`src/rtl/pipe_pkg.sv`:
```
// pipe_pkg: shared types and constants for the PIPE PHY control responder.
//   pd_e     - PowerDown encodings (P0, P0s, P1, P2)
//   state_e  - responder FSM states
//   RXSTAT_* - RxStatus codes used by the responder
//   GEN1..5  - Rate encodings
//   dly_cycles() - maps a delay parameter to a timer load value (0 acts as 1)
package pipe_pkg;

  typedef enum logic [3:0] {
    P0  = 4'd0,
    P0S = 4'd1,
    P1  = 4'd2,
    P2  = 4'd3
  } pd_e;

  typedef enum logic [2:0] {
    ST_RST_HOLD,
    ST_IDLE,
    ST_PD_WAIT,
    ST_RATE_WAIT,
    ST_DET_WAIT,
    ST_ACK
  } state_e;

  localparam logic [2:0] RXSTAT_OK       = 3'b000;
  localparam logic [2:0] RXSTAT_DETECTED = 3'b011;

  localparam logic [3:0] GEN1 = 4'd0;
  localparam logic [3:0] GEN2 = 4'd1;
  localparam logic [3:0] GEN3 = 4'd2;
  localparam logic [3:0] GEN4 = 4'd3;
  localparam logic [3:0] GEN5 = 4'd4;

  // A zero delay would never let the timer report done a cycle ahead, so it
  // is promoted to one cycle.
  function automatic logic [15:0] dly_cycles(input int unsigned dly);
    return (dly == 0) ? 16'd1 : dly[15:0];
  endfunction

endpackage

```
`src/rtl/pipe_delay_timer.sv`:
```
// pipe_delay_timer: 16-bit load / count-down timer shared by all FSM states.
//   clk      - clock
//   rst_n    - async active-low reset, loads RST_VAL
//   load     - load load_val this cycle
//   load_val - value loaded (number of cycles until done+1)
//   done     - high during the last counted cycle (count <= 1)
module pipe_delay_timer #(
  parameter logic [15:0] RST_VAL = 16'd64
) (
  input  logic        clk,
  input  logic        rst_n,
  input  logic        load,
  input  logic [15:0] load_val,
  output logic        done
);

  logic [15:0] r_cnt;

  always_ff @(posedge clk or negedge rst_n) begin
    if (!rst_n) begin
      r_cnt <= RST_VAL;
    end else if (load) begin
      r_cnt <= load_val;
    end else if (r_cnt != 16'd0) begin
      r_cnt <= r_cnt - 16'd1;
    end
  end

  // Done one count early so a load of N keeps the FSM in its wait state for
  // exactly N cycles.
  assign done = (r_cnt <= 16'd1);

endmodule

```
`src/rtl/pipe_phy_ctrl_responder.sv`:
```
// pipe_phy_ctrl_responder: PHY-side PIPE control responder. Answers MAC
// PowerDown / Rate / TxDetectRx requests with the PhyStatus handshake.
//   clk, reset (async active-low)
//   Powerdown, Rate, TxDetectRx, TxEelecIdle - MAC requests
//   rx_present  - far-end receiver present (environment)
//   PhyStatus, RxStatus, RxElecidle - PHY status back to the MAC
//   cur_pd, cur_rate - active power state / rate
//   req_err     - one-cycle pulse per distinct illegal request value
//
// state        | meaning
// ST_RST_HOLD  | PhyStatus held high for RESET_DLY cycles after reset
// ST_IDLE      | evaluate requests: PowerDown > Rate > receiver detect
// ST_PD_WAIT   | PowerDown change in progress
// ST_RATE_WAIT | Rate change in progress
// ST_DET_WAIT  | receiver detection in progress
// ST_ACK       | one-cycle PhyStatus pulse, RxStatus valid
module pipe_phy_ctrl_responder
  import pipe_pkg::*;
#(
  parameter int unsigned RESET_DLY  = 64,
  parameter int unsigned PD_DLY     = 16,
  parameter int unsigned RATE_DLY   = 32,
  parameter int unsigned DETECT_DLY = 24,
  parameter int unsigned MAX_RATE   = 4
) (
  input  logic       clk,
  input  logic       reset,
  input  logic [3:0] Powerdown,
  input  logic [3:0] Rate,
  input  logic       TxDetectRx,
  input  logic [3:0] TxEelecIdle,
  input  logic       rx_present,
  output logic       PhyStatus,
  output logic [2:0] RxStatus,
  output logic       RxElecidle,
  output logic [3:0] cur_pd,
  output logic [3:0] cur_rate,
  output logic       req_err
);

  localparam logic [3:0] MAX_RATE_L = 4'(MAX_RATE);

  state_e      r_state;
  state_e      w_state_nxt;
  logic [3:0]  r_cur_pd;
  logic [3:0]  r_cur_rate;
  logic [3:0]  r_target;
  logic [3:0]  r_bad_pd;
  logic [3:0]  r_bad_rate;
  logic [2:0]  r_rxstat;
  logic        r_rxei;
  logic        r_req_err;
  logic        r_det_armed;

  logic        w_tmr_load;
  logic [15:0] w_tmr_val;
  logic        w_tmr_done;
  logic        w_err_pd;
  logic        w_err_rate;
  logic        w_det_acc;
  logic        w_pd_bad;
  logic        w_rate_bad;
  logic        w_unused;

  assign w_pd_bad   = (Powerdown > 4'd3);
  assign w_rate_bad = (Rate > MAX_RATE_L);
  assign w_unused   = ^TxEelecIdle[3:1];

  pipe_delay_timer #(
    .RST_VAL (dly_cycles(RESET_DLY))
  ) u_timer (
    .clk      (clk),
    .rst_n    (reset),
    .load     (w_tmr_load),
    .load_val (w_tmr_val),
    .done     (w_tmr_done)
  );

  always_comb begin
    w_state_nxt = r_state;
    w_tmr_load  = 1'b0;
    w_tmr_val   = 16'd0;
    w_err_pd    = 1'b0;
    w_err_rate  = 1'b0;
    w_det_acc   = 1'b0;
    case (r_state)
      ST_RST_HOLD: begin
        if (w_tmr_done) w_state_nxt = ST_IDLE;
      end
      ST_IDLE: begin
        if (Powerdown != r_cur_pd) begin
          if (w_pd_bad) begin
            // Only a newly seen illegal value is reported.
            w_err_pd = (Powerdown != r_bad_pd);
          end else begin
            w_state_nxt = ST_PD_WAIT;
            w_tmr_load  = 1'b1;
            w_tmr_val   = dly_cycles(PD_DLY);
          end
        end else if (Rate != r_cur_rate) begin
          if (w_rate_bad) begin
            w_err_rate = (Rate != r_bad_rate);
          end else if (r_cur_pd == P0 || r_cur_pd == P1) begin
            w_state_nxt = ST_RATE_WAIT;
            w_tmr_load  = 1'b1;
            w_tmr_val   = dly_cycles(RATE_DLY);
          end
          // In P0s/P2 a legal rate change stays pending.
        end else if (TxDetectRx && r_det_armed && r_cur_pd == P1 && TxEelecIdle[0]) begin
          w_state_nxt = ST_DET_WAIT;
          w_tmr_load  = 1'b1;
          w_tmr_val   = dly_cycles(DETECT_DLY);
          w_det_acc   = 1'b1;
        end
      end
      ST_PD_WAIT, ST_RATE_WAIT, ST_DET_WAIT: begin
        if (w_tmr_done) w_state_nxt = ST_ACK;
      end
      ST_ACK:  w_state_nxt = ST_IDLE;
      default: w_state_nxt = ST_RST_HOLD;
    endcase
  end

  always_ff @(posedge clk or negedge reset) begin
    if (!reset) begin
      r_state     <= ST_RST_HOLD;
      r_cur_pd    <= P1;
      r_cur_rate  <= GEN1;
      r_target    <= 4'd0;
      r_bad_pd    <= 4'd0;
      r_bad_rate  <= 4'd0;
      r_rxstat    <= RXSTAT_OK;
      r_rxei      <= 1'b1;
      r_req_err   <= 1'b0;
      r_det_armed <= 1'b1;
    end else begin
      r_state <= w_state_nxt;
      if (w_tmr_load) begin
        r_target <= (w_state_nxt == ST_PD_WAIT) ? Powerdown : Rate;
      end
      if (r_state == ST_PD_WAIT && w_tmr_done) r_cur_pd <= r_target;
      if (r_state == ST_RATE_WAIT && w_tmr_done) r_cur_rate <= r_target;
      // RxStatus is loaded on ACK entry only, so it is non-zero for one cycle.
      r_rxstat <= (r_state == ST_DET_WAIT && w_tmr_done && rx_present) ?
                  RXSTAT_DETECTED : RXSTAT_OK;
      r_rxei    <= !(r_cur_pd == P0 && rx_present);
      r_req_err <= w_err_pd | w_err_rate;
      // Remember the last illegal value; a legal value clears the memory so
      // a later return to the same illegal value is reported again.
      if (!w_pd_bad)     r_bad_pd <= 4'd0;
      else if (w_err_pd) r_bad_pd <= Powerdown;
      if (!w_rate_bad)     r_bad_rate <= 4'd0;
      else if (w_err_rate) r_bad_rate <= Rate;
      // A new detection needs TxDetectRx to drop for at least one cycle.
      if (!TxDetectRx)    r_det_armed <= 1'b1;
      else if (w_det_acc) r_det_armed <= 1'b0;
    end
  end

  assign PhyStatus  = (r_state == ST_RST_HOLD) || (r_state == ST_ACK);
  assign RxStatus   = r_rxstat;
  assign RxElecidle = r_rxei;
  assign cur_pd     = r_cur_pd;
  assign cur_rate   = r_cur_rate;
  assign req_err    = r_req_err;

endmodule

```
`config.mk`:
```
export PLATFORM = sky130hd
export DESIGN_NAME = pipe_phy_ctrl_responder
export DESIGN_NICKNAME = d
export VERILOG_FILES = /design/src/rtl/pipe_pkg.sv /design/src/rtl/pipe_delay_timer.sv /design/src/rtl/pipe_phy_ctrl_responder.sv
export SDC_FILE = /design/constraint.sdc
export NUM_CORES = 1
export LEC_CHECK = 0
export ABC_CLOCK_PERIOD_IN_PS = 4100
export BUFFER_PORTS_ARGS = -buffer_cell sky130_fd_sc_hd__buf_2
export CORE_MARGIN = 3
export CORE_UTILIZATION = 55
export DETAILED_ROUTE_END_ITERATION = 6
export PLACE_DENSITY_LB_ADDON = 0.05
export SYNTH_ARGS = -nofsm -noshare
export SYNTH_HDL_FRONTEND = slang
export SYNTH_SLANG_ARGS = --single-unit
export TNS_END_PERCENT = 20
```
`constraint.sdc`:
```
create_clock -name clk -period 4.1 [get_ports clk]
set_input_delay 0.41 -clock clk [delete_from_list [all_inputs] [get_ports clk]]
set_output_delay 0.41 -clock clk [all_outputs]
set_load 0.02 [all_outputs]
```
# Yosys cells after proc, flatten, opt, wreduce, memory -nomap -nowiden
# Cells that the tools add are included.
# totals
regBits,44
latchBits,0
ram_bits,0
mem_bits_ro,0
in_bits,16
output_inout_bits,14
n_memories,0
# classes
addsub,1
n_mul,0
div_mod_pow,0
order_cmp,3
n_eq_ne,14
shift,0
mux,43
bitwise,1
n_reduce_logical,16
# op_table
op,count
16-bit 2-to-1 mux,5
3-bit 2-to-1 mux,8
4-bit 2-to-1 mux,5
1-bit 2-to-1 mux,19
16-bit by 1-bit less-or-equal comparator with 1-bit output (second input constant),1
4-bit != test,4
16-bit nonzero test,1
16-bit by 1-bit subtractor with 16-bit output (second input constant),1
6-bit 2-to-1 mux,2
3-bit one-hot mux with 4 select lines,1
5-bit 2-to-1 mux,2
3-bit by 2-bit equality test with 1-bit output (second input constant),3
1-bit logical AND,8
3-bit equality test (second input constant),2
4-bit by 2-bit equality test with 1-bit output (second input constant),1
4-bit by 2-bit greater-than comparator with 1-bit output (second input constant),1
4-bit by 3-bit greater-than comparator with 1-bit output (second input constant),1
4-bit logical NOT,1
2-bit != test (second input constant),2
3-bit by 1-bit equality test with 1-bit output (second input constant),1
3-bit logical NOT,1
3-bit OR reduction,1
1-bit logical OR,2
2-bit 2-to-1 mux,1
4 further kinds,4

# Depth between registers and ports, before layout
# Gate-level depths: netlist of the first run.
# depth
ltp_word,9
depth_mapped,7

# Cells and area by module
# A second synthesis of the first run with hierarchy kept.
# hier_totals
cells_unflattened,258
hier_area_um2,2532.4
# by_module_without_submodules
mod,n_inst,cells_per_inst,area_each_um2
pipe_phy_ctrl_responder,1,144,1526.5
pipe_delay_timer,1,114,1006.0

# Worst setup path before layout of the first run
# No wires, ideal clock.
# synth_timing
kind,register to register
from,"register r_cur_pd[1], in the netlist cur_pd[1]"
to,register r_bad_rate[0]
setup_time_ns,0.126
arrival_time_ns,2.095
required_time_ns,3.974
slack_ns,1.879
path_stages_with_launch,8
n_path_buf,1
cell_sequence,dfstp_2 > xor2_1 > nor4_4 > nand2_1 > or4_1 > clkbuf_1 > mux2i_1 > nor2_1
# synth_via
elab_chain_len,4
# synth_rtl
element,line_no,source
start: declaration,pipe_phy_ctrl_responder.sv:45,logic [3:0] r_cur_pd;
start signal: assignment,pipe_phy_ctrl_responder.sv:141,if (r_state == ST_PD_WAIT && w_tmr_done) r_cur_pd <= r_target;
4-bit != test,pipe_phy_ctrl_responder.sv:91,if (Powerdown != r_cur_pd) begin
1-bit 2-to-1 mux,pipe_phy_ctrl_responder.sv:91,
1-bit 2-to-1 mux,pipe_phy_ctrl_responder.sv:86,case (r_state)
2-bit != test (no line),n/a,
end signal: assignment,pipe_phy_ctrl_responder.sv:153,else if (w_err_rate) r_bad_rate <= Rate;
end: declaration,pipe_phy_ctrl_responder.sv:49,logic [3:0] r_bad_rate;
# Every way passes these cells.
# A chain may end at the register's enable or synchronous reset.

# Final worst setup path of the first run
# layout_timing
from,"register r_cur_rate[1], in the netlist cur_rate[1]"
to,register u_timer.r_cnt[4]
# layout_via
elab_chain_len,5
elab_cells_between_ends,9
# layout_rtl
element,line_no,source
start: declaration,pipe_phy_ctrl_responder.sv:46,logic [3:0] r_cur_rate;
start signal: assignment,pipe_phy_ctrl_responder.sv:142,if (r_state == ST_RATE_WAIT && w_tmr_done) r_cur_rate <= r_target;
4-bit != test *,pipe_phy_ctrl_responder.sv:100,end else if (Rate != r_cur_rate) begin
16-bit 2-to-1 mux / 1-bit 2-to-1 mux (equally long branches),pipe_phy_ctrl_responder.sv:100,
16-bit 2-to-1 mux / 1-bit 2-to-1 mux (equally long branches),pipe_phy_ctrl_responder.sv:91,
16-bit 2-to-1 mux / 1-bit 2-to-1 mux (equally long branches),pipe_phy_ctrl_responder.sv:86,
16-bit 2-to-1 mux / 2-bit nonzero test (equally long branches),n/a,
end signal: assignment,pipe_delay_timer.sv:23,r_cnt <= load_val;
end signal: assignment,pipe_delay_timer.sv:25,r_cnt <= r_cnt - 16'd1;
end: declaration,pipe_delay_timer.sv:17,logic [15:0] r_cnt;
# Mark *: on every way between the ends. The rest lies on a longest branch, timed or not.

==> results by group, run 1 <==
Detailed routing
  • Final wirelength: between 4000 and 5000 um
  • TritonRoute pass-1 iters: 4
  • Average wire per standard cell: 14.90 um
  • Remaining antenna violation count: 0
  • Top layer in use: met4
  • Vias after detailed routing: 1673
  • Met2 Wirelength: 2074 um
  • Initial DRC count: 80
  • Vias per cell: 5.521
  • Metal3 WL: 161 um
  • Wl on met1: 2240 um
  • DRC errors left: 0

Die
  • Die H: slightly above 70 um
  • Die Footprint: 0.005085 mm2
  • # IOs: 30
  • Core box area: roughly 0.0041 mm2
  • Starting density of the core: 0.5782
  • Site Rows: 23
  • Die W: just over 70 um

Finish
  • Post-layout util: 0.6485
  • Number of nets in the layout: 271
  • Layout cell share with drive strength beyond 1: 0.2213
  • Area of the multi-input gates: 0.001192 mm2
  • N_diodes: 0
  • FF/Latch Area: 0.001081 mm2
  • Area growth syn-to-layout: 12.16%
  • Fill count: 357
  • Layout Cells excl Fill: 303
  • Final instance area: 0.002631 mm2

Yosys
  • Cell Area, Synth: 0.002346 mm2
  • Ranking of synthesized cells by area: dfrtp_1, xor2_1, nor2_1
  • Mux contribution to synthesized area: 0.05013
  • Number of synthesized flops with an enable pin: 0
  • Cells after Synth: 226
  • Compound-Gate Fraction of Synth Area: 0.1168
  • Post-Synth Adder-Cell Area: 0.01600
  • Synth Area in XOR/XNOR: 0.1008
  • Yosys cell types: 52
  • Syn_area_per_cell: about 10 um2
  • Seq/Total Area, Yosys: 0.4608
  • Net Count, Synth: 245
  • Ys async rst share: 1.000
  • Largest family of logic cells by synthesized area: simple AND/OR/NAND/NOR gates
  • #FFs+latches synth: 43
  • Cell taking the most area after synthesis: dfrtp_1
  • Post-synth top area share: 0.4160
  • Synth Flop Type: dfrtp_1
  • Post-synthesis simple-gate area fraction: 0.2229
  • Synth warnings: 0

CTS
  • Clk_lat worst skew: 0.29 ns
  • Post-CTS Resized: 0
  • CTS root buf: clkbuf_8
  • Clock Tree Buf Depth: 2
  • CTS buffer count: 5
  • CTS tree: done
  • Sink Count: 43
  • Setup repair bufs after CTS: 0
  • Htree depth: 2
  • CTS Hold Bufs: 0
  • Worst-path clk slew: approximately 0.080 ns

Timing
  • Clock skew: 0.006178 ns
  • RSZ-0062 raised after global routing: false
  • Measured slew at the worst slew-check pin: between 0.9 and 1 ns
  • Final min period: 2.584 ns
  • Final WS setup: between 1.5 and 2 ns
  • Final worst path period share: 0.6301
  • Slew margin rel.: 0.3743
  • Slew Limit Fails: 0
  • Worst hold margin: between 0.2 and 0.3 ns
  • Finish-stage setup viols: 0
  • Fmax: 0.3871 GHz
  • Final TNS setup: 0 ns
  • Hold Vio Cnt, Final: 0

Power
  • Sw power: roughly 0.6 mW
  • Int Power: 1.069 mW
  • Peak supply drop: about 0.36 mV
  • Clock share of power: 0.231
  • Comb pwr share: 0.348
  • Sequential power share: 0.421
  • PD cells: around 640 mW/mm2
  • Pwr Total: 1.674 mW
  • Leak: 1.262 nW
  • Sw Ratio: 0.3615

Placement
  • Post-Place Cells: 295
  • Placed instance area: ~0.0025 mm2
  • Worst slack, placed: 1.389 ns
  • Number of port buffers: 25
  • Detail Placement HPWL: 3284 um
  • Placer congestion estimate: 0.7658

Global route
  • Largest net degree at the start of global routing: 44
  • GRT Total Usage: 0.1971
  • Total grt overflow: 0
  • Vias in the first global route: 1681
  • Initial antenna violation count: 0
  • First-pass GRT wire length: slightly below 8000 um

Worst hold path
  • HP Class: in -> async

Critical path
  • Buffers & Inverters on Critical Path: 0
  • Crit Path Category: reg -> reg
  • Arrival time at the worst endpoint: between 2 and 3 ns
  • Required @ worst endpoint: between 4 and 5 ns
  • Max stage delay on crit path: 0.65 ns
  • Crit path cell chain: xor2_1 -> nor4_2 -> nand2_1 -> a31oi_4 -> nor2_1 -> o22a_1
  • Crit Path Max Fanout: 26
  • Max stage delay cell, worst path: nor4_2
  • CP Capture Type: flip-flop
  • CP Launch Type: flip-flop
  • Top delay family on crit path: simple AND/OR/NAND/NOR gates

Job
  • Max Cap Viol: 0

Run status
  • Outcome: finished, final reports clean
## logic make-up after synthesis
kind of cell    count (synthesis)
simple gates                   85
flops                          43
compound gates                 41
xor+xnor                       27
buf+inv                        15
mux                            11
fa+ha+maj                       3
other cells                     1
## placed cells by master, fill, tap and decap left out, drive strengths merged, types with 7 or more instances in the layout
master | Yosys | routed
dfrtp | 39 | 39
nor2 | 30 | 30
buf | 4 | 26
xor2 | 20 | 20
a21oi | 12 | 12
nand2 | 11 | 11
o21ai | 11 | 11
inv | 8 | 8
xnor2 | 7 | 7
## layer usage
layer / vias up / GRT usage
met4: 0 / 0.05010
li1: 842 / -
met5: - / 0
met1: 800 / 0.2723
met3: 5 / 0.04208
met2: 26 / 0.3173
## final timing paths
kind                                          from                       endpoint  slack [ns]  cells after the start
max reg2reg                cur_rate[1]$_DFFE_PN0P_   u_timer.r_cnt[4]$_DFFE_PN0P_        1.52                      6
min                                          reset  u_timer.r_cnt[11]$_DFFE_PN0P_        0.25                      1
max in group asynchronous                    reset        r_bad_pd[0]$_DFFE_PN0P_        3.26                      1
min reg2reg                r_det_armed$_DFFE_PN1P_        r_det_armed$_DFFE_PN1P_        0.50                      2
max                        cur_rate[1]$_DFFE_PN0P_   u_timer.r_cnt[4]$_DFFE_PN0P_        1.52                      6
min in group clk                        rx_present           RxElecidle$_DFF_PN1_        0.28                      2
## cell usage after synthesis, types with 2 or more instances
| cell type | number |
|---|---|
| or4_4 | 2 |
| nand4_1 | 3 |
| mux2i_1 | 5 |
| nor2b_1 | 3 |
| ha_1 | 3 |
| nor3_1 | 6 |
| nand3b_1 | 3 |
| buf_4 | 2 |
| or2_1 | 2 |
| o22a_1 | 2 |
| dfrtp_1 | 39 |
| o21a_1 | 2 |
| or4_1 | 3 |
| a21oi_1 | 12 |
| nor4_1 | 3 |
| nor2_1 | 30 |
| nor4b_4 | 2 |
| a31oi_1 | 2 |
| nand3_1 | 2 |
| nand2b_1 | 3 |
| xor2_1 | 20 |
| inv_1 | 8 |
| xnor2_1 | 7 |
| nand2_1 | 11 |
| o21ai_0 | 11 |
| mux2_2 | 6 |
| or3_1 | 3 |
| clkbuf_1 | 3 |
| o211ai_1 | 2 |
| dfstp_2 | 4 |
## power by group through the flow
stage               Sequential [mW]  Combinational, mW  Clock (mW)
global route                  0.728              0.663       0.409
finish                        0.704              0.583       0.386
global placement              0.707              0.576           0
floorplan                     0.705              0.446           0
CTS                           0.706              0.589       0.394
detailed placement            0.713              0.585           0
## final cells by class
cell class / instances / area share
Multi-Input combinational cell: 168 / 0.4532
Timing Repair Buffer: 26 / 0.05040
Clock buffer: 6 / 0.02758
Sequential cell: 43 / 0.4108
Inverter: 8 / 0.01141
Tap cell: 50 / 0.02378
Clock inverter: 2 / 0.02282
## worst register-to-register path, stage by stage, from the launching register on
cell and delay, ns:
dfrtp_1 0.42, xor2_1 0.18, nor4_2 0.65, nand2_1 0.26, a31oi_4 0.65, nor2_1 0.12, o22a_1 0.19
## flip-flops by register name, summed over array words and instances (netlist names), 3 cells and up
signal / flops
cur_pd: 4
cur_rate: 4
r_bad_pd: 4
r_bad_rate: 4
r_state: 3
r_target: 4
u_timer.r_cnt: 16
No activity file was read; power rests on OpenSTA's default activity.
==> run 2, diff against run 1 <==
--- a/config.mk
+++ b/config.mk
@@ -5,10 +5,10 @@
 export SDC_FILE = /design/constraint.sdc
 export NUM_CORES = 1
 export LEC_CHECK = 0
-export ABC_CLOCK_PERIOD_IN_PS = 4100
+export ABC_CLOCK_PERIOD_IN_PS = 2100
 export BUFFER_PORTS_ARGS = -buffer_cell sky130_fd_sc_hd__buf_2
 export CORE_MARGIN = 3
-export CORE_UTILIZATION = 55
+export CORE_UTILIZATION = 52
 export DETAILED_ROUTE_END_ITERATION = 6
 export PLACE_DENSITY_LB_ADDON = 0.05
 export SYNTH_ARGS = -nofsm -noshare
==> constraint.sdc (replaced) <==
create_clock -name clk -period 2.1 [get_ports clk]
set_input_delay 0.21 -clock clk [delete_from_list [all_inputs] [get_ports clk]]
set_output_delay 0.21 -clock clk [all_outputs]
set_load 0.02 [all_outputs]
==> run 2 against run 1 <==
Combinational power rose to 2.9 times the previous value. Clock skew rose by 0.0041 ns. Worst setup slack got worse by 1.6 ns. Non-clock buffer count rose by 46. Clock power rose by 73%. The flow now finishes with violations (negative setup slack).
==> results by group, run 2 (synthesized netlist as in run 1, its figures left out) <==
Run status
  • Outcome: finished with violations
  • Violated checks: negative setup slack

Timing
  • Measured slew at the worst slew-check pin: roughly 0.85 ns
  • Final worst path period share: 1.026
  • Final min period: 2.156 ns
  • Worst hold margin: 0.01877 ns
  • Hold Vio Cnt, Final: 0
  • Final TNS setup: -0.2234 ns
  • RSZ-0062 raised after global routing: true
  • Final WS setup: -0.05557 ns
  • Slew margin rel.: 0.4361
  • Fmax: 0.4639 GHz
  • Slew Limit Fails: 0
  • Clock skew: roughly 0.010 ns
  • Finish-stage setup viols: 7

Finish
  • Max FFs per register: 16
  • Most flop-heavy register: u_timer.r_cnt
  • Leading cell type in the layout, fill and taps excluded: buf_4
  • Post-layout util: 0.7436
  • Layout cell share with drive strength beyond 1: 0.3967
  • Fill count: around 270
  • N_diodes: 0
  • Number of nets in the layout: 318
  • Area growth syn-to-layout: 32.27%
  • Commonest cells after routing, fill and taps aside: buf_4, dfrtp_1, nor2_1
  • Layout Cells excl Fill: 350

Critical path
  • CP Capture Type: flip-flop
  • Arrival time at the worst endpoint: between 2 and 2.5 ns
  • Crit Path Category: reg -> reg
  • Worst R2R Path Depth: 6
  • Crit Path Max Fanout: 4
  • Required @ worst endpoint: 2.28 ns
  • CP Launch Type: flip-flop
  • Flop-to-flop setup slack: -0.06 ns
  • Crit Reg-Reg Startpoint: u_timer.r_cnt[3]$_DFFE_PN0P_
  • Reg-to-Reg End: cur_pd[2]$_DFFE_PN0P_

Die
  • Site Rows: 23
  • Starting density of the core: 0.5622
  • Die W: 73.17 um
  • # IOs: 30
  • Die H: ~73 um
  • Die Footprint: 0.005353 mm2
  • Core box area: 0.004173 mm2

Global route
  • Vias in the first global route: 1818
  • First-pass GRT wire length: 8307 um
  • Total grt overflow: 0
  • GRT Total Usage: 0.1992
  • Initial antenna violation count: 0
  • Largest net degree at the start of global routing: 40

Placement
  • Detail Placement HPWL: 3746 um
  • Placer congestion estimate: a little over 0.8
  • Number of port buffers: 25
  • Post-Place Cells: 332

Detailed routing
  • Vias after detailed routing: 1903
  • Average wire per standard cell: 15.05 um
  • DRC errors left: 0
  • Remaining antenna violation count: 0
  • Final wirelength: 5266 um
  • Vias per cell: ~5.4
  • Initial DRC count: roughly 110
  • TritonRoute pass-1 iters: 4

Power
  • Sw Ratio: 0.3741
  • Leak: ~1.5 nW
  • Sequential power share: 0.361
  • PD cells: 1201 mW/mm2
  • Comb pwr share: 0.460
  • Sw power: 1.394 mW
  • Clock share of power: 0.179
  • Peak supply drop: 0.6941 mV
  • Int Power: 2.333 mW

Worst hold path
  • HP Class: in -> async

CTS
  • CTS tree: done
  • CTS Hold Bufs: 0
  • Worst-path clk slew: roughly 0.080 ns
  • Htree depth: 2
  • Sink Count: 43
  • Clock Tree Buf Depth: 2
  • CTS buffer count: 5
  • CTS root buf: clkbuf_8
  • Clk_lat worst skew: between 0.2 and 0.3 ns

Job
  • Max Cap Viol: 0
==> run 2: timing repair <==
| action | in CTS | in global routing |
|---|---|---|
| cloned | 0 | 1 |
| pin swaps | 7 | 12 |
| setup buffers | 6 | 3 |
| gates resized for setup | 8 | 16 |
| setup endpoints to repair | 21 | 29 |
==> run 2: routing by layer <==
metal / wire (um) / global-route usage / vias to the layer above
li1: - / - / 940
met1: 2428 / 0.2627 / 919
met2: 2552 / 0.3376 / 35
met3: 216 / 0.04408 / 9
met4: 68 / 0.03689 / 0
met5: 0 / 0 / -
==> run 2: power by group through the flow <==
stage	Sequential, mW	Clock (mW)	Combinational (mW)
after CTS	1.34	0.680	1.59
after detailed placement	1.35	0	1.52
after global routing	1.37	0.716	1.89
final	1.35	0.667	1.71
after global placement	1.34	0	1.50
after floorplan	1.39	0	0.886
==> run 2: worst max-delay path by stage <==
stage	to	startpoint	slack (ns)	cells after the start
2_1_floorplan	cur_pd[0]$_DFFE_PN0P_	u_timer.r_cnt[5]$_DFFE_PN0P_	-0.09	5
3_3_place_gp	cur_pd[2]$_DFFE_PN0P_	u_timer.r_cnt[5]$_DFFE_PN0P_	-0.09	5
3_5_place_dp	cur_pd[2]$_DFFE_PN0P_	u_timer.r_cnt[5]$_DFFE_PN0P_	-0.11	5
4_1_cts	cur_pd[2]$_DFFE_PN0P_	u_timer.r_cnt[11]$_DFFE_PN0P_	-0.06	6
5_1_grt	cur_pd[2]$_DFFE_PN0P_	u_timer.r_cnt[3]$_DFFE_PN0P_	-0.12	6
6_report	cur_pd[2]$_DFFE_PN0P_	u_timer.r_cnt[3]$_DFFE_PN0P_	-0.06	6
==> run 2: final cells by class <==
class | instances | area (um2) | area share
clock inverters | 2 | 35.03 | 0.01129
well taps | 50 | 62.56 | 0.02016
clock buffers | 6 | 82.58 | 0.02661
inverters | 8 | 30.03 | 0.009677
flip-flops and latches | 43 | 1084 | 0.3492
repair buffers | 72 | 496.7 | 0.1601
multi-input cells | 169 | 1313 | 0.4230
==> run 2: metrics by stage <==
stage                     instance area, um2  total power, mW  setup WS, ns
after floorplan                         2377            2.272      -0.08806
after global routing                    3103            3.978       -0.1210
after CTS                               2997            3.604      -0.05625
final                                   3103            3.727      -0.05557
after detailed placement                2798            2.872       -0.1076
after global placement                  2798            2.843      -0.08824
==> run 2: critical path, cell delays in order, from the launching register on <==
cell and delay [ns]:
dfrtp_1 0.40, or4_4 0.56, nor4b_4 0.29, and2_4 0.18
nor3b_4 0.17, buf_6 0.15, mux2_4 0.30
==> run 3, diff against run 2 <==
--- a/config.mk
+++ b/config.mk
@@ -10,6 +10,7 @@
 export CORE_MARGIN = 3
 export CORE_UTILIZATION = 52
 export DETAILED_ROUTE_END_ITERATION = 6
+export MAX_ROUTING_LAYER = met4
 export PLACE_DENSITY_LB_ADDON = 0.05
 export SYNTH_ARGS = -nofsm -noshare
 export SYNTH_HDL_FRONTEND = slang
==> run 3 against run 2 <==
Combinational power about the same. Via count decreased by 0.26%. Maximum frequency about the same. Final cell count unchanged. Critical path type unchanged. Non-clock buffer count unchanged. Clock skew increased by 0.00054 ns. Worst setup slack about the same. The flow still finishes with violations (negative setup slack). Sequential cell count unchanged. Highest routed layer unchanged. Critical path depth unchanged. Register-to-register slack about the same. Sequential power about the same.
==> results by group, run 3 (synthesized netlist as in run 1, its figures left out) <==
Timing
  • Final WS setup: -0.05529 ns
  • RSZ-0062 raised after global routing: true
  • Fmax: 0.4640 GHz
  • Hold Vio Cnt, Final: 0
  • Final worst path period share: 1.026
  • Clock skew: 0.01082 ns
  • Final min period: between 2 and 2.5 ns
  • Final TNS setup: -0.2271 ns
  • Measured slew at the worst slew-check pin: ~0.85 ns
  • Slew Limit Fails: 0
  • Worst hold margin: 0.01862 ns
  • Slew margin rel.: 0.4347
  • Finish-stage setup viols: 7

Critical path
  • Crit Path Max Fanout: 4
  • Max stage delay cell, worst path: or4_4
  • Arrival time at the worst endpoint: 2.34 ns
  • Crit Reg-Reg Startpoint: u_timer.r_cnt[3]$_DFFE_PN0P_
  • Crit Path Category: reg -> reg
  • Required @ worst endpoint: about 2.3 ns
  • Buffers & Inverters on Critical Path: 1
  • CP Launch Type: flip-flop
  • Crit path cell chain: or4_4 -> nor4b_4 -> and2_4 -> nor3b_4 -> buf_6 -> mux2_4
  • CP Capture Type: flip-flop
  • Max stage delay on crit path: approximately 0.56 ns
  • Worst Setup SP: u_timer.r_cnt[3]$_DFFE_PN0P_
  • Top delay family on crit path: simple AND/OR/NAND/NOR gates

Power
  • Leak: 1.521 nW
  • Pwr Total: 3.721 mW
  • PD cells: ~1200 mW/mm2
  • Peak supply drop: 0.6940 mV

Finish
  • Area growth syn-to-layout: 32.27%
  • Area of the multi-input gates: 0.001313 mm2
  • Post-layout util: 0.7436
  • Most flop-heavy register: u_timer.r_cnt
  • FF/Latch Area: 0.001084 mm2
  • Number of nets in the layout: 318
  • Layout Cells excl Fill: 350
  • Layout cell share with drive strength beyond 1: 0.3967
  • Leading cell type in the layout, fill and taps excluded: buf_4
  • N_diodes: 0
  • Max FFs per register: 16
  • Fill count: 274
  • Final instance area: 0.003103 mm2
  • Commonest cells after routing, fill and taps aside: buf_4, dfrtp_1, nor2_1

Die
  • # IOs: 30
  • Core box area: 0.004173 mm2
  • Die H: 73.17 um
  • Die Footprint: roughly 0.0054 mm2
  • Site Rows: 23
  • Starting density of the core: 0.5622
  • Die W: between 70 and 80 um

CTS
  • CTS buffer count: 5
  • CTS Hold Bufs: 0
  • Worst-path clk slew: 0.08 ns
  • CTS tree: done
  • Htree depth: 2
  • Clock Tree Buf Depth: 2
  • Clk_lat worst skew: 0.29 ns
  • Sink Count: 43
  • CTS root buf: clkbuf_8

Placement
  • Worst slack, placed: -0.1076 ns
  • Detail Placement HPWL: 3746 um
  • Placed instance area: 0.002798 mm2
  • Number of port buffers: 25
  • Post-Place Cells: 332
  • Placer congestion estimate: a little over 0.8

Detailed routing
  • Remaining antenna violation count: 0
  • Initial DRC count: about 130
  • Vias after detailed routing: approximately 1900
  • DRC errors left: 0
  • Vias per cell: 5.423
  • TritonRoute pass-1 iters: 4
  • Final wirelength: 5250 um
  • Average wire per standard cell: approximately 15 um

Global route
  • GRT Total Usage: 0.2051
  • First-pass GRT wire length: 8307 um
  • Vias in the first global route: 1820
  • Largest net degree at the start of global routing: 40
  • Initial antenna violation count: 0
  • Total grt overflow: 0

Run status
  • Outcome: finished with violations
  • Violated checks: negative setup slack

Job
  • Max Cap Viol: 0

Worst hold path
  • HP Class: in -> async
-- run 3: final timing paths --
| check | end | slack [ns] | depth (start not counted) |
|---|---|---|---|
| max reg2reg | cur_pd[2]$_DFFE_PN0P_ | -0.06 | 6 |
| min reg2reg | r_det_armed$_DFFE_PN1P_ | 0.51 | 2 |
| max | cur_pd[2]$_DFFE_PN0P_ | -0.06 | 6 |
| min in group clk | RxElecidle$_DFF_PN1_ | 0.08 | 2 |
| min | r_bad_pd[2]$_DFFE_PN0P_ | 0.02 | 1 |
| max in group asynchronous | cur_pd[0]$_DFFE_PN0P_ | 1.50 | 1 |
-- run 3: timing repair --
| item | 4_1_cts | 5_1_grt |
|---|---|---|
| buffers inserted | 6 | 3 |
| resized for setup | 8 | 16 |
| gates cloned | 0 | 1 |
| pin swaps | 7 | 12 |
| endpoints found under the setup margin | 21 | 29 |
-- run 3: worst reg2reg max path: stages (launching register included) --
cell and delay (ns):
dfrtp_1 0.40, or4_4 0.56, nor4b_4 0.29, and2_4 0.18, nor3b_4 0.17, buf_6 0.15, mux2_4 0.30
-- run 3: cell type report --
| cell class | instances | area share |
|---|---|---|
| multi-input cells | 169 | 0.4230 |
| flip-flops and latches | 43 | 0.3492 |
| repair buffers | 72 | 0.1601 |
| clock buffers | 6 | 0.02661 |
| well taps | 50 | 0.02016 |
| clock inverters | 2 | 0.01129 |
| inverters | 8 | 0.009677 |
-- run 3: routing by layer --
layer,track usage,up-vias,wire [um]
met2,0.3376,39,2538
met4,0.03689,0,68
met1,0.2645,911,2417
met5,-,-,0
met3,0.04132,9,225
li1,-,939,-
-- run 3: power by group --
part / switching [mW] / total, mW / internal (mW)
Combinational: 0.888 / 1.71 / 0.824
Sequential: 0.222 / 1.35 / 1.12
Clock: 0.278 / 0.663 / 0.385
